[src/rtl/mbi5353_frame_ctrl_if.sv]
// Frame-buffer read port, request/handshake lines and driver pins of the
// MBI5353 frame controller, bundled so controller and environment share
// one definition.
//
// Handshake: start and cfg_req are single-cycle pulses with no ready; the
// controller always accepts them, either immediately in IDLE or by latching
// them as pending while busy. rd_en is a one-cycle read strobe and rd_data
// must hold the addressed word exactly one sys_clk after rd_en.
interface mbi5353_frame_ctrl_if #(
  parameter int AW = 8
);
  logic          start;
  logic          cfg_req;
  logic [15:0]   cfg_word;
  logic [AW-1:0] rd_addr;
  logic          rd_en;
  logic [15:0]   rd_data;
  logic          dclk;
  logic          sdi;
  logic          le;
  logic          busy;
  logic          frame_done;
  logic [2:0]    state_dbg;

  // Controller side
  modport master (
    input  start, cfg_req, cfg_word, rd_data,
    output rd_addr, rd_en, dclk, sdi, le, busy, frame_done, state_dbg
  );

  // Environment side (frame buffer, host, pins)
  modport slave (
    output start, cfg_req, cfg_word, rd_data,
    input  rd_addr, rd_en, dclk, sdi, le, busy, frame_done, state_dbg
  );
endinterface

[src/rtl/mbi5353_frame_ctrl.sv]
// MBI5353 serial-chain sequencer. Fetches gray words from the frame buffer,
// shifts them MSB first on a gated DCLK, terminates each channel with a
// data-latch LE, each frame with a VSYNC LE, and also issues config writes.
// Pins are decoded from registered state only, so an asynchronous reset
// drops them to 0 immediately.
module mbi5353_frame_ctrl #(
  parameter int CHAIN    = 4,
  parameter int CHANNELS = 16,
  parameter int HALF     = 4,
  parameter int DATA_LE  = 1,
  parameter int VSYNC_LE = 3,
  parameter int CFG_LE   = 4,
  parameter int AW       = 8
) (
  input  logic                 sys_clk,
  input  logic                 sys_rst_n,
  mbi5353_frame_ctrl_if.master bus
);

  localparam int DW = (CHAIN > 1) ? $clog2(CHAIN) : 1;
  localparam int CW = (CHANNELS > 1) ? $clog2(CHANNELS) : 1;
  localparam int HW = $clog2(HALF);

  localparam logic [DW-1:0] DEV_LAST      = DW'(CHAIN - 1);
  localparam logic [CW-1:0] CH_LAST       = CW'(CHANNELS - 1);
  localparam logic [HW-1:0] HC_LAST       = HW'(HALF - 1);
  localparam logic [3:0]    BIT_LAST      = 4'd15;
  localparam logic [3:0]    GAP_LAST      = 4'd1;
  localparam logic [3:0]    VSYNC_LAST    = 4'(VSYNC_LE - 1);
  localparam logic [3:0]    DATA_LE_FIRST = 4'(16 - DATA_LE);
  localparam logic [3:0]    CFG_LE_FIRST  = 4'(16 - CFG_LE);
  localparam logic [AW-1:0] CHAIN_A       = AW'(CHAIN);
  localparam logic [AW-1:0] DEV_LAST_A    = AW'(CHAIN - 1);

  typedef enum logic [2:0] {
    IDLE  = 3'd0,
    FETCH = 3'd1,
    SHIFT = 3'd2,
    GAP   = 3'd3,
    VSYNC = 3'd4,
    CFG   = 3'd5,
    DONE  = 3'd6
  } state_t;

  state_t        state;
  state_t        state_n;

  logic [HW-1:0] hc;          // sys_clk count within a DCLK half-period
  logic          ph;          // 0 = DCLK low half, 1 = DCLK high half
  logic [3:0]    bc;          // bit / period counter within the current state
  logic [DW-1:0] dev;         // device index (also config copy index)
  logic [CW-1:0] ch;          // channel index
  logic          fetch_ph;    // 0 = strobe cycle, 1 = capture cycle
  logic [15:0]   sreg;        // shift register, MSB is on sdi
  logic [15:0]   cfg_lat;     // config word reloaded for every copy
  logic          pend_start;
  logic          pend_cfg;
  logic [15:0]   pend_word;

  logic          active;
  logic          end_per;
  logic          cfg_go;
  logic          start_go;
  logic [15:0]   cfg_src;
  logic          acc_cfg;
  logic          acc_start;
  logic [AW-1:0] fetch_addr;

  // DCLK runs only in the states that clock bits out to the chain.
  assign active = (state == SHIFT) || (state == GAP) ||
                  (state == VSYNC) || (state == CFG);

  // Last sys_clk of a DCLK period: the falling transition follows it.
  assign end_per = ph && (hc == HC_LAST);

  // A pending config is older than a fresh cfg_req, so it wins.
  assign cfg_go    = pend_cfg || bus.cfg_req;
  assign cfg_src   = pend_cfg ? pend_word : bus.cfg_word;
  assign start_go  = pend_start || bus.start;
  assign acc_cfg   = (state == IDLE) && cfg_go;
  assign acc_start = (state == IDLE) && !cfg_go && start_go;

  // Farthest device in the chain is shifted first.
  assign fetch_addr = AW'(ch) * CHAIN_A + DEV_LAST_A - AW'(dev);

  // State register
  always_ff @(posedge sys_clk or negedge sys_rst_n) begin
    if (!sys_rst_n) state <= IDLE;
    else            state <= state_n;
  end

  // Next-state and pin decode
  always_comb begin
    state_n        = state;
    bus.dclk       = 1'b0;
    bus.sdi        = 1'b0;
    bus.le         = 1'b0;
    bus.rd_en      = 1'b0;
    bus.rd_addr    = '0;
    bus.busy       = (state != IDLE);
    bus.frame_done = 1'b0;
    bus.state_dbg  = state;

    if (active) bus.dclk = ph;

    case (state)
      IDLE: begin
        if (cfg_go)        state_n = CFG;
        else if (start_go) state_n = FETCH;
      end
      FETCH: begin
        if (!fetch_ph) begin
          bus.rd_en   = 1'b1;
          bus.rd_addr = fetch_addr;
        end else begin
          state_n = SHIFT;
        end
      end
      SHIFT: begin
        bus.sdi = sreg[15];
        bus.le  = (dev == DEV_LAST) && (bc >= DATA_LE_FIRST);
        if (end_per && (bc == BIT_LAST)) begin
          if ((dev == DEV_LAST) && (ch == CH_LAST)) state_n = GAP;
          else                                      state_n = FETCH;
        end
      end
      GAP: begin
        if (end_per && (bc == GAP_LAST)) state_n = VSYNC;
      end
      VSYNC: begin
        bus.le = 1'b1;
        if (end_per && (bc == VSYNC_LAST)) state_n = DONE;
      end
      CFG: begin
        bus.sdi = sreg[15];
        bus.le  = (dev == DEV_LAST) && (bc >= CFG_LE_FIRST);
        if (end_per && (bc == BIT_LAST) && (dev == DEV_LAST)) state_n = IDLE;
      end
      DONE: begin
        bus.frame_done = 1'b1;
        state_n        = IDLE;
      end
      default: state_n = IDLE;
    endcase
  end

  // DCLK half-period timer; parks low whenever the clock is gated off.
  always_ff @(posedge sys_clk or negedge sys_rst_n) begin
    if (!sys_rst_n) begin
      hc <= '0;
      ph <= 1'b0;
    end else if (active) begin
      if (hc == HC_LAST) begin
        hc <= '0;
        ph <= ~ph;
      end else begin
        hc <= hc + 1'b1;
      end
    end else begin
      hc <= '0;
      ph <= 1'b0;
    end
  end

  // Word, bit, device and channel sequencing plus the shift register.
  always_ff @(posedge sys_clk or negedge sys_rst_n) begin
    if (!sys_rst_n) begin
      bc       <= '0;
      dev      <= '0;
      ch       <= '0;
      fetch_ph <= 1'b0;
      sreg     <= '0;
      cfg_lat  <= '0;
    end else begin
      case (state)
        IDLE: begin
          fetch_ph <= 1'b0;
          bc       <= '0;
          if (cfg_go) begin
            sreg    <= cfg_src;
            cfg_lat <= cfg_src;
            dev     <= '0;
          end else if (start_go) begin
            ch  <= '0;
            dev <= '0;
          end
        end
        FETCH: begin
          fetch_ph <= ~fetch_ph;
          if (fetch_ph) begin
            sreg <= bus.rd_data;
            bc   <= '0;
          end
        end
        SHIFT: begin
          if (end_per) begin
            if (bc == BIT_LAST) begin
              bc <= '0;
              if (dev == DEV_LAST) begin
                dev <= '0;
                ch  <= (ch == CH_LAST) ? '0 : ch + 1'b1;
              end else begin
                dev <= dev + 1'b1;
              end
            end else begin
              bc   <= bc + 1'b1;
              sreg <= {sreg[14:0], 1'b0};
            end
          end
        end
        GAP: begin
          if (end_per) bc <= (bc == GAP_LAST) ? '0 : bc + 1'b1;
        end
        VSYNC: begin
          if (end_per) bc <= (bc == VSYNC_LAST) ? '0 : bc + 1'b1;
        end
        CFG: begin
          if (end_per) begin
            if (bc == BIT_LAST) begin
              bc   <= '0;
              sreg <= cfg_lat;
              dev  <= (dev == DEV_LAST) ? '0 : dev + 1'b1;
            end else begin
              bc   <= bc + 1'b1;
              sreg <= {sreg[14:0], 1'b0};
            end
          end
        end
        default: begin
          fetch_ph <= 1'b0;
        end
      endcase
    end
  end

  // Pending requests: one start flag, one config slot; extras are dropped.
  always_ff @(posedge sys_clk or negedge sys_rst_n) begin
    if (!sys_rst_n) begin
      pend_start <= 1'b0;
      pend_cfg   <= 1'b0;
      pend_word  <= '0;
    end else begin
      if (acc_cfg) begin
        if (pend_cfg && bus.cfg_req) pend_word <= bus.cfg_word;
        else                         pend_cfg  <= 1'b0;
      end else if (bus.cfg_req && !pend_cfg) begin
        pend_cfg  <= 1'b1;
        pend_word <= bus.cfg_word;
      end

      if (acc_start)      pend_start <= 1'b0;
      else if (bus.start) pend_start <= 1'b1;
    end
  end

endmodule

[src/flat_wrapper.sv]
// flat-port wrapper written by rule: the top's interface ports become plain ports
module mbi5353_frame_ctrl_flat 
#(
  parameter int CHAIN    = 4,
  parameter int CHANNELS = 16,
  parameter int HALF     = 4,
  parameter int DATA_LE  = 1,
  parameter int VSYNC_LE = 3,
  parameter int CFG_LE   = 4,
  parameter int AW       = 8
)
  (sys_clk, sys_rst_n, bus_start, bus_cfg_req, bus_cfg_word, bus_rd_data, bus_rd_addr, bus_rd_en, bus_dclk, bus_sdi, bus_le, bus_busy, bus_frame_done, bus_state_dbg);
  mbi5353_frame_ctrl_if #(.AW(AW)) bus_i ();
  input  logic sys_clk;
  input  logic sys_rst_n;
  input wire logic [$bits(bus_i.start)-1:0] bus_start;
  input wire logic [$bits(bus_i.cfg_req)-1:0] bus_cfg_req;
  input wire logic [$bits(bus_i.cfg_word)-1:0] bus_cfg_word;
  input wire logic [$bits(bus_i.rd_data)-1:0] bus_rd_data;
  output wire logic [$bits(bus_i.rd_addr)-1:0] bus_rd_addr;
  output wire logic [$bits(bus_i.rd_en)-1:0] bus_rd_en;
  output wire logic [$bits(bus_i.dclk)-1:0] bus_dclk;
  output wire logic [$bits(bus_i.sdi)-1:0] bus_sdi;
  output wire logic [$bits(bus_i.le)-1:0] bus_le;
  output wire logic [$bits(bus_i.busy)-1:0] bus_busy;
  output wire logic [$bits(bus_i.frame_done)-1:0] bus_frame_done;
  output wire logic [$bits(bus_i.state_dbg)-1:0] bus_state_dbg;
  assign bus_i.start = bus_start;
  assign bus_i.cfg_req = bus_cfg_req;
  assign bus_i.cfg_word = bus_cfg_word;
  assign bus_i.rd_data = bus_rd_data;
  assign bus_rd_addr = bus_i.rd_addr;
  assign bus_rd_en = bus_i.rd_en;
  assign bus_dclk = bus_i.dclk;
  assign bus_sdi = bus_i.sdi;
  assign bus_le = bus_i.le;
  assign bus_busy = bus_i.busy;
  assign bus_frame_done = bus_i.frame_done;
  assign bus_state_dbg = bus_i.state_dbg;
  mbi5353_frame_ctrl #(.CHAIN(CHAIN), .CHANNELS(CHANNELS), .HALF(HALF), .DATA_LE(DATA_LE), .VSYNC_LE(VSYNC_LE), .CFG_LE(CFG_LE), .AW(AW)) u_core (.sys_clk(sys_clk), .sys_rst_n(sys_rst_n), .bus(bus_i));
endmodule
[config.mk]
export PLATFORM = sky130hd
export DESIGN_NAME = mbi5353_frame_ctrl_flat
export DESIGN_NICKNAME = d
export VERILOG_FILES = /design/src/rtl/mbi5353_frame_ctrl_if.sv /design/src/rtl/mbi5353_frame_ctrl.sv /design/src/flat_wrapper.sv
export SDC_FILE = /design/constraint.sdc
export NUM_CORES = 1
export LEC_CHECK = 0
export CORE_MARGIN = 2
export CORE_UTILIZATION = 61
export DETAILED_ROUTE_END_ITERATION = 10
export MAX_ROUTING_LAYER = met4
export PLACE_DENSITY = 0.85
export SLEW_MARGIN = 20
export SYNTH_ARGS = -nofsm -noshare
export SYNTH_HDL_FRONTEND = slang
export SYNTH_SLANG_ARGS = --single-unit
[constraint.sdc]
create_clock -name sys_clk -period 5.45 [get_ports sys_clk]
set_input_delay 0.8175 -clock sys_clk [delete_from_list [all_inputs] [get_ports sys_clk]]
set_output_delay 0.8175 -clock sys_clk [all_outputs]
set_load 0.01 [all_outputs]
==> results of run 1 <==
## cells in the mapped netlist, types with 4 or more instances
cell,instances
nand3b_1,17
mux2_2,12
nor2_1,32
ha_1,6
clkbuf_1,4
o2bb2ai_1,16
mux2_1,11
inv_1,9
o211ai_1,32
nand2_1,14
dfrtp_1,67
or3b_1,16
nand3_1,6
buf_2,18
and2_1,6
buf_4,8
nor3_1,4
a21oi_1,22
mux2_4,9
mux2i_1,37
## state kept, by name (all words and copies together), names as in the netlist
register              cells
u_core.fetch_ph           1
u_core.ph                 1
u_core.bus.state_dbg      3
u_core.ch                 4
u_core.pend_cfg           1
u_core.bc                 4
u_core.pend_start         1
u_core.sreg              16
u_core.cfg_lat           16
u_core.dev                2
u_core.pend_word         16
u_core.hc                 2
## worst max path at each step
stage | endpoint | slack, ns | startpoint
after floorplan | bus_rd_addr[2] | 3.15 | u_core.bus.state_dbg[2]$_DFFE_PN0P_
after global placement | bus_sdi | 2.19 | u_core.bus.state_dbg[2]$_DFFE_PN0P_
after detailed placement | bus_sdi | 2.08 | u_core.bus.state_dbg[2]$_DFFE_PN0P_
after CTS | bus_sdi | 1.69 | u_core.bus.state_dbg[2]$_DFFE_PN0P_
after global routing | bus_sdi | 1.46 | u_core.bus.state_dbg[2]$_DFFE_PN0P_
final | bus_sdi | 1.68 | u_core.bus.state_dbg[2]$_DFFE_PN0P_
## per-layer routing
layer	global-route usage [%]	wire length, um
met1	35.6	4230
met2	43.1	4660
met3	3.77	439
met4	11.3	210
met5	-	0
## layout make-up
type | instances | area (um2) | area share, %
clock buffers | 13 | 159 | 3.22
clock inverters | 2 | 35.0 | 0.710
inverters | 11 | 41.3 | 0.837
multi-input cells | 298 | 2370 | 48.1
flip-flops and latches | 67 | 1680 | 34.0
well taps | 96 | 120 | 2.44
repair buffers | 54 | 526 | 10.7
## per-stage QoR
step           cell area [um2]  std cells
6_report                  4930        541
5_1_grt                   4930        541
3_3_place_gp              4730        526
4_1_cts                   4930        541
3_5_place_dp              4730        526
2_1_floorplan             4280        409
## where the power goes
part           switching (mW)  internal, mW  total (mW)
Clock                   0.186         0.234       0.420
Sequential              0.241         0.740       0.981
Combinational           0.805         0.827        1.63
Total                    1.23          1.80        3.03
## kinds of logic (layout without fill, tap and decap cells)
group	count (synthesis)	count (layout)	share of synthesized area, %
buffers and inverters	44	80	5.48
AOI/OAI and AO/OA	95	95	16.7
other	1	2	0.0878
adders and majority gates	7	7	1.99
muxes	69	69	17.9
DFF	67	67	39.3
xor gates and xnor gates	4	4	0.820
and+or+nand+nor	121	121	17.8
==> flow_summary.yaml, run 1 <==
timing:
  setup_slack_ns: 1.68
  max_slew_margin_pct: 27.0
  fin_crit_sh_pct: 69.2
  grt_setup_unrepaired: "no"
  final-setup-viol-count: 0
  finalHoldViolCount: 0
  whs_ns: 0.441
  final.setup.tns_ns: 0
  worst_pin_slew_ns: 1.09
  min_period_ns: 3.77
  clock_skew_ns: 0.00862
  timing.fmax_mhz: 265
  slew_violations: 0
global_route:
  grt_remaining_overflow: 0
  grt_max_degree: 68
  grt_use_total_pct: 27.3
  grt_pass1_vias: 3224
  grt_pass1_wl_um: 15900
  antenna_found_initial: 0
floorplanning:
  rows: 30
  initial_utilization_pct: 62.9
  fp.dieH_um: 87.7
  die_area_um2: 7690
  dieWidth_um: 87.7
  io_pins: 53
  coreArea_um2: 6790
setup_path:
  reg2reg_from: "u_core.bus.state_dbg[2]$_DFFE_PN0P_"
  crit_chain: "buf_4 > nand3b_2 > nand2_1 > and2_1 > clkdlybuf4s50_1"
  reg2regPathDepth: 5
  timing.rr.end: "u_core.sreg[6]$_DFFE_PN0P_"
  critPathRequiredTime_ns: 4.63
  crit_type: "reg -> out"
  crit_family: "buffers and inverters"
  arrival_ns: 2.95
  slowest_stage: "dfrtp_1"
  cp_max_fo: 30
  cp-start-kind: "register"
  crit_path_max_incr_delay_ns: 0.82
  crit_buf_inv: 2
  r2r_setup_slack_ns: 2.63
  worst-path-stages: 5
  end_kind: "output port"
flow_run:
  cap_violations: 0
placement:
  dp_slack_ns: 2.08
  dpl.hpwl_um: 6390
  io_buffers: 50
  gp_congestion: 0.945
detailed_routing:
  drtPass1Iterations: 4
  routedWlPerCell_um: 17.6
  wl_um: 9540
  via_count: 3307
  drc: 0
  via_per_inst: 6.11
  drtIter0Drc: 209
  antenna_left: 0
synthesis:
  async_flop_share_pct: 100
  synth_top_area_share_pct: 39.3
  syn-cell-area_um2: 4270
  ys.flop_type: "dfrtp_1"
  synthCells: 408
  synth_area_leaders: "dfrtp_1, mux2i_1, o211ai_1"
  synth_edf_count: 0
  syn_area_per_cell_um2: 10.5
  ys_warn_count: 0
  synth_cell_types: 66
  synth-seq-cells: 67
  ys_seq_area_share_pct: 39.3
  yosysTopAreaCell: "dfrtp_1"
clock_tree:
  ctsHoldBuffers: 0
  cts.clk_slew.worst_paths_ns: 0.07
  clock_sinks: 67
  cts_made_buffers: 9
  cts_tree: "built"
  clkLatencyLatePin_ns: 0.35
  clock_path_buffers: 2
  h-tree-depth: 3
  cts_resized: 0
  clockRootBuffer: "clkbuf_8"
  cts_setup_buffers: 0
final_layout:
  n_antenna_cell: 0
  layout_common_cells: "dfrtp_1, clkdlybuf4s50_1, mux2i_1"
  area_growth_pct: 15.4
  fin_nets: 483
  layout-drive-gt1-share_pct: 13.3
  fin_util_pct: 72.6
  num-fill-cells: 497
  layout_commonest_cell: "dfrtp_1"
hold_path:
  hold_path.class: "reg -> reg"
  hp-start: "u_core.hc[0]$_DFF_PN0_"
  hold_depth: 1
  min_to: "u_core.hc[0]$_DFF_PN0_"
outcome:
  status: "finished, final reports clean"
pwr:
  finalPower_mw: 3.03
  p_per_area_nw_per_um2: 615
  vdd_drop_max_mv: 0.310
  leakagePower_nw: 2.13
No activity file was read; power rests on OpenSTA's default activity.
==> run 2: changes to the inputs <==
Settings changed: CORE_UTILIZATION 61 to 51, PLACE_DENSITY 0.85 to 0.76.
Clock period 5.45 ns to 3.1 ns, I/O delays scaled along.
==> run 2 against run 1 <==
  * Non-clock buffer count grew 5
  * Global-route usage decreased by 3.9 points
  * First-iteration DRC count fell by 0.48%
  * Via count is 0.21% lower
==> flow_summary.yaml, run 2 (same netlist as run 1, synthesis figures left out) <==
outcome:
  status: "finished, final reports clean"
global_route:
  grt_remaining_overflow: 0
  grt_pass1_vias: 3293
  grt_max_degree: 62
  antenna_found_initial: 0
  grt_use_total_pct: 23.4
  grt_pass1_wl_um: 16100
clock_tree:
  cts.clk_slew.worst_paths_ns: 0.08
  cts_setup_buffers: 0
  cts_tree: "built"
  h-tree-depth: 3
  clkLatencyLatePin_ns: 0.35
  clock_sinks: 67
  cts_made_buffers: 9
  cts_resized: 0
  ctsHoldBuffers: 0
  clockRootBuffer: "clkbuf_8"
  clock_path_buffers: 2
placement:
  io_buffers: 50
  gp_congestion: 0.866
  dpl.hpwl_um: 6370
  dpl.cell_count: 540
  dpl_cell_area_um2: 4780
  dp_slack_ns: 0.696
detailed_routing:
  drc: 0
  wl_um: 9600
  via_count: 3300
  via_per_inst: 5.94
  antenna_left: 0
  drtPass1Iterations: 4
  drtIter0Drc: 208
  routedWlPerCell_um: 17.3
final_layout:
  fin_nets: 488
  largestRegisters: "u_core.cfg_lat x16, u_core.pend_word x16, u_core.sreg x16"
  fin_util_pct: 61.3
  fin_area_um2: 5010
  num-fill-cells: 679
  final_cells: 556
  area_growth_pct: 17.3
  layout_commonest_cell: "dfrtp_1"
  layout-drive-gt1-share_pct: 14.6
  seqCellArea_um2: 1680
  multi_input_area_um2: 2370
  layout_common_cells: "dfrtp_1, clkdlybuf4s50_1, mux2i_1"
  n_antenna_cell: 0
timing:
  max_slew_margin_pct: 37.4
  final-setup-viol-count: 0
  clock_skew_ns: 0.00741
  grt_setup_unrepaired: "no"
  worst_pin_slew_ns: 0.939
  min_period_ns: 2.78
  slew_violations: 0
  timing.fmax_mhz: 359
  finalHoldViolCount: 0
  setup_slack_ns: 0.315
  final.setup.tns_ns: 0
  fin_crit_sh_pct: 89.8
setup_path:
  crit_type: "reg -> out"
  cp_max_fo: 11
  end_kind: "output port"
  arrival_ns: 2.32
  cp-start-kind: "register"
  crit_family: "simple AND/OR/NAND/NOR gates"
  critPathRequiredTime_ns: 2.63
  crit_buf_inv: 2
  crit_chain: "or4b_1 > inv_1 > and2_1 > clkdlybuf4s50_1"
  crit_path_max_incr_delay_ns: 0.70
  slowest_stage: "or4b_1"
floorplanning:
  coreArea_um2: 8180
  die_area_um2: 9120
  io_pins: 53
  initial_utilization_pct: 52.2
  dieWidth_um: 95.5
  rows: 33
  fp.dieH_um: 95.5
hold_path:
  hold_path.class: "in -> async"
pwr:
  p_per_area_nw_per_um2: 1080
  leakagePower_nw: 2.17
  vdd_drop_max_mv: 0.460
flow_run:
  cap_violations: 0
[run 2: worst reg2reg max path: cells and delay by family (launching register included)]
family          cells  cell delay (ns)
mux                 1             0.41
flops               1             0.39
compound gates      2             0.92
buf+inv             1             0.54
[run 2: area by class of cell]
class,count,share of cell area [%]
well taps,105,2.62
clock buffers,12,3.10
clock inverters,4,1.45
flip-flops and latches,67,33.5
multi-input cells,298,47.3
repair buffers,59,11.2
inverters,11,0.824
[run 2: path summary, 6_finish.rpt]
kind / slack [ns] / cells after the start / to / startpoint
min in group sys_clk: 0.46 / 1 / u_core.hc[0]$_DFF_PN0_ / u_core.hc[0]$_DFF_PN0_
max: 0.32 / 4 / bus_rd_addr[5] / u_core.bus.state_dbg[1]$_DFFE_PN0P_
max reg2reg: 0.72 / 4 / u_core.sreg[3]$_DFFE_PN0P_ / u_core.bus.state_dbg[0]$_DFFE_PN0P_
max in group asynchronous: 2.00 / 2 / u_core.pend_word[8]$_DFFE_PN0P_ / sys_rst_n
min reg2reg: 0.46 / 1 / u_core.hc[0]$_DFF_PN0_ / u_core.hc[0]$_DFF_PN0_
min: 0.25 / 1 / u_core.bc[2]$_DFFE_PN0P_ / sys_rst_n
[run 2: report_power, final]
group | total [mW] | switching [mW] | internal (mW)
Combinational | 3.00 | 1.53 | 1.47
Sequential | 1.59 | 0.283 | 1.30
Clock | 0.838 | 0.342 | 0.496
Total | 5.42 | 2.16 | 3.27
[run 2: per-stage QoR]
| stage | power [mW] | hold WS [ns] |
|---|---|---|
| floorplan | 3.97 | 0.169 |
| detailed placement | 4.60 | 0.447 |
| finish | 5.42 | 0.250 |
| CTS | 5.45 | 0.266 |
| global placement | 4.50 | 0.425 |
| global route | 5.81 | 0.319 |
[run 2: per-layer routing]
metal	track usage (%)	up-vias	part of all wire, %
li1	-	1589	-
met1	28.5	1618	43
met2	39.2	82	51
met3	4.98	11	4.2
met4	7.02	0	1.6
met5	-	-	0
==> run 3: changes to the inputs <==
Settings changed: GPL_TIMING_DRIVEN set to 0.
==> run 3 against run 2 <==
  * Critical path depth is 1 higher
  * Register-to-register slack gained 0.30 ns
  * Sequential share of layout area shrank 0.88 points
  * Wire length grew 9.8%
  * Final cell count rose by 4.3%
  * Final area increased by 2.6%
  * Global-route usage rose by 1.7 points
  * Via count increased by 6.0%
  * Clock-buffer cell count down 2
  * Die area did not move
  * Non-clock buffer count up 25
  * Critical endpoint is now bus_rd_addr[2]
==> flow_summary.yaml, run 3 (same netlist as run 1, synthesis figures left out) <==
final_layout:
  layout_common_cells: "dfrtp_1, clkdlybuf4s50_1, mux2i_1"
  layout_commonest_cell: "dfrtp_1"
  fin_nets: 513
  area_growth_pct: 20.3
  largestRegisters: "u_core.cfg_lat x16, u_core.pend_word x16, u_core.sreg x16"
  n_antenna_cell: 0
  layout-drive-gt1-share_pct: 17.9
setup_path:
  end_kind: "output port"
  startpoint: "u_core.bus.state_dbg[1]$_DFFE_PN0P_"
  crit_type: "reg -> out"
  cp_max_fo: 9
  worst-path-stages: 5
  slowest_stage: "or4b_1"
  reg2regPathDepth: 6
  crit_buf_inv: 3
  arrival_ns: 2.35
  cp-start-kind: "register"
  reg2reg_from: "u_core.bc[0]$_DFFE_PN0P_"
  critPathRequiredTime_ns: 2.63
  crit_path_max_incr_delay_ns: 0.55
  crit_family: "buffers and inverters"
  crit_chain: "or4b_1 > buf_2 > inv_1 > and2_1 > clkdlybuf4s50_1"
detailed_routing:
  met1Wirelength_um: 4660
  drtPass1Iterations: 5
  routedWlPerCell_um: 18.2
  wl_met2_um: 5080
  drc: 0
  top_layer: "met4"
  antenna_left: 0
  via_count: 3497
  wl_um: 10500
  drtIter0Drc: 201
  route.met3.wl_um: 549
  via_per_inst: 6.03
timing:
  timing.fmax_mhz: 355
  worst_pin_slew_ns: 0.561
  slew_violations: 0
  final-setup-viol-count: 0
  max_slew_margin_pct: 62.6
  min_period_ns: 2.82
  grt_setup_unrepaired: "no"
  finalHoldViolCount: 0
  whs_ns: 0.0249
  setup_slack_ns: 0.285
  clock_skew_ns: 0.0108
  fin_crit_sh_pct: 90.8
global_route:
  grt_pass1_vias: 3382
  grt_max_degree: 40
  grt_pass1_wl_um: 16900
  grt_remaining_overflow: 0
  grt_use_total_pct: 25.1
  antenna_found_initial: 0
clock_tree:
  clkLatencyLatePin_ns: 0.35
  h-tree-depth: 3
  cts_resized: 0
  cts_tree: "built"
  cts_made_buffers: 9
  ctsHoldBuffers: 0
  clockRootBuffer: "clkbuf_8"
  cts_setup_buffers: 0
  cts.clk_slew.worst_paths_ns: 0.08
  clock_sinks: 67
  clock_path_buffers: 2
outcome:
  status: "finished, final reports clean"
pwr:
  switching_power_mw: 2.27
  comb_power_share_pct: 57.5
  p_per_area_nw_per_um2: 1090
  p_int_mw: 3.33
  clkPwrFrac_pct: 14.5
  vdd_drop_max_mv: 0.429
  leakagePower_nw: 2.27
  sw_frac_of_total_pct: 40.5
  power_frac_seq_pct: 28.1
placement:
  dpl.hpwl_um: 7340
  io_buffers: 50
  dp_slack_ns: 0.660
  gp_congestion: 0.870
hold_path:
  hold_path.class: "in -> async"
floorplanning:
  fp.dieH_um: 95.5
  die_area_um2: 9120
  dieWidth_um: 95.5
  io_pins: 53
  coreArea_um2: 8180
  initial_utilization_pct: 52.2
  rows: 33
flow_run:
  cap_violations: 0
-- run 3: cell count changes in the layout (fill, tap and decap cells not counted), sizes merged --
cell    before  now
buf         10   30
clkbuf      12   15
clkinv       1    2
-- run 3: per-layer routing --
| layer | vias to the layer above | GRT usage (%) |
|---|---|---|
| met5 | - | - |
| met4 | 0 | 9.29 |
| met3 | 21 | 3.87 |
| met2 | 125 | 40.4 |
| met1 | 1715 | 32.2 |
| li1 | 1636 | - |
-- run 3: stage by stage --
stage | util, % | area (um2) | total power [mW] | TNS (ns) | cells
after global routing | 62.9 | 5140 | 5.97 | 0 | 580
after detailed placement | 60.2 | 4920 | 4.77 | 0 | 565
final | 62.9 | 5140 | 5.61 | 0 | 580
after floorplan | - | 4280 | 3.97 | 0 | 409
after global placement | 60.0 | 4910 | 4.68 | -48.35 | 564
after CTS | 62.9 | 5140 | 5.60 | 0 | 580
-- run 3: cell type report --
cell class	instances	area, um2
plain buffers	33	193
clock buffers	10	138
clock inverters	5	77.6
fillers	662	3040
inverters	11	41.3
multi-input cells	298	2360
flip-flops and latches	67	1680
well taps	105	131
repair buffers	51	518
-- run 3: path summary, 6_finish.rpt --
| kind | to | slack, ns |
|---|---|---|
| worst max-delay path | bus_rd_addr[2] | 0.28 |
| worst min-delay path | u_core.dev[0]$_DFFE_PN0P_ | 0.02 |
| worst max register to register | u_core.sreg[14]$_DFFE_PN0P_ | 1.02 |
| worst min register to register | u_core.hc[0]$_DFF_PN0_ | 0.44 |
| max in group asynchronous | u_core.sreg[3]$_DFFE_PN0P_ | 2.52 |
| min in group sys_clk | u_core.hc[0]$_DFF_PN0_ | 0.44 |
-- run 3: power by group through the flow --
stage	sequential, mW	combinational, mW	clock (mW)
5_1_grt	1.62	3.50	0.854
6_report	1.57	3.22	0.812
2_1_floorplan	1.51	2.46	0
4_1_cts	1.57	3.21	0.819
3_5_place_dp	1.58	3.19	0
3_3_place_gp	1.56	3.11	0
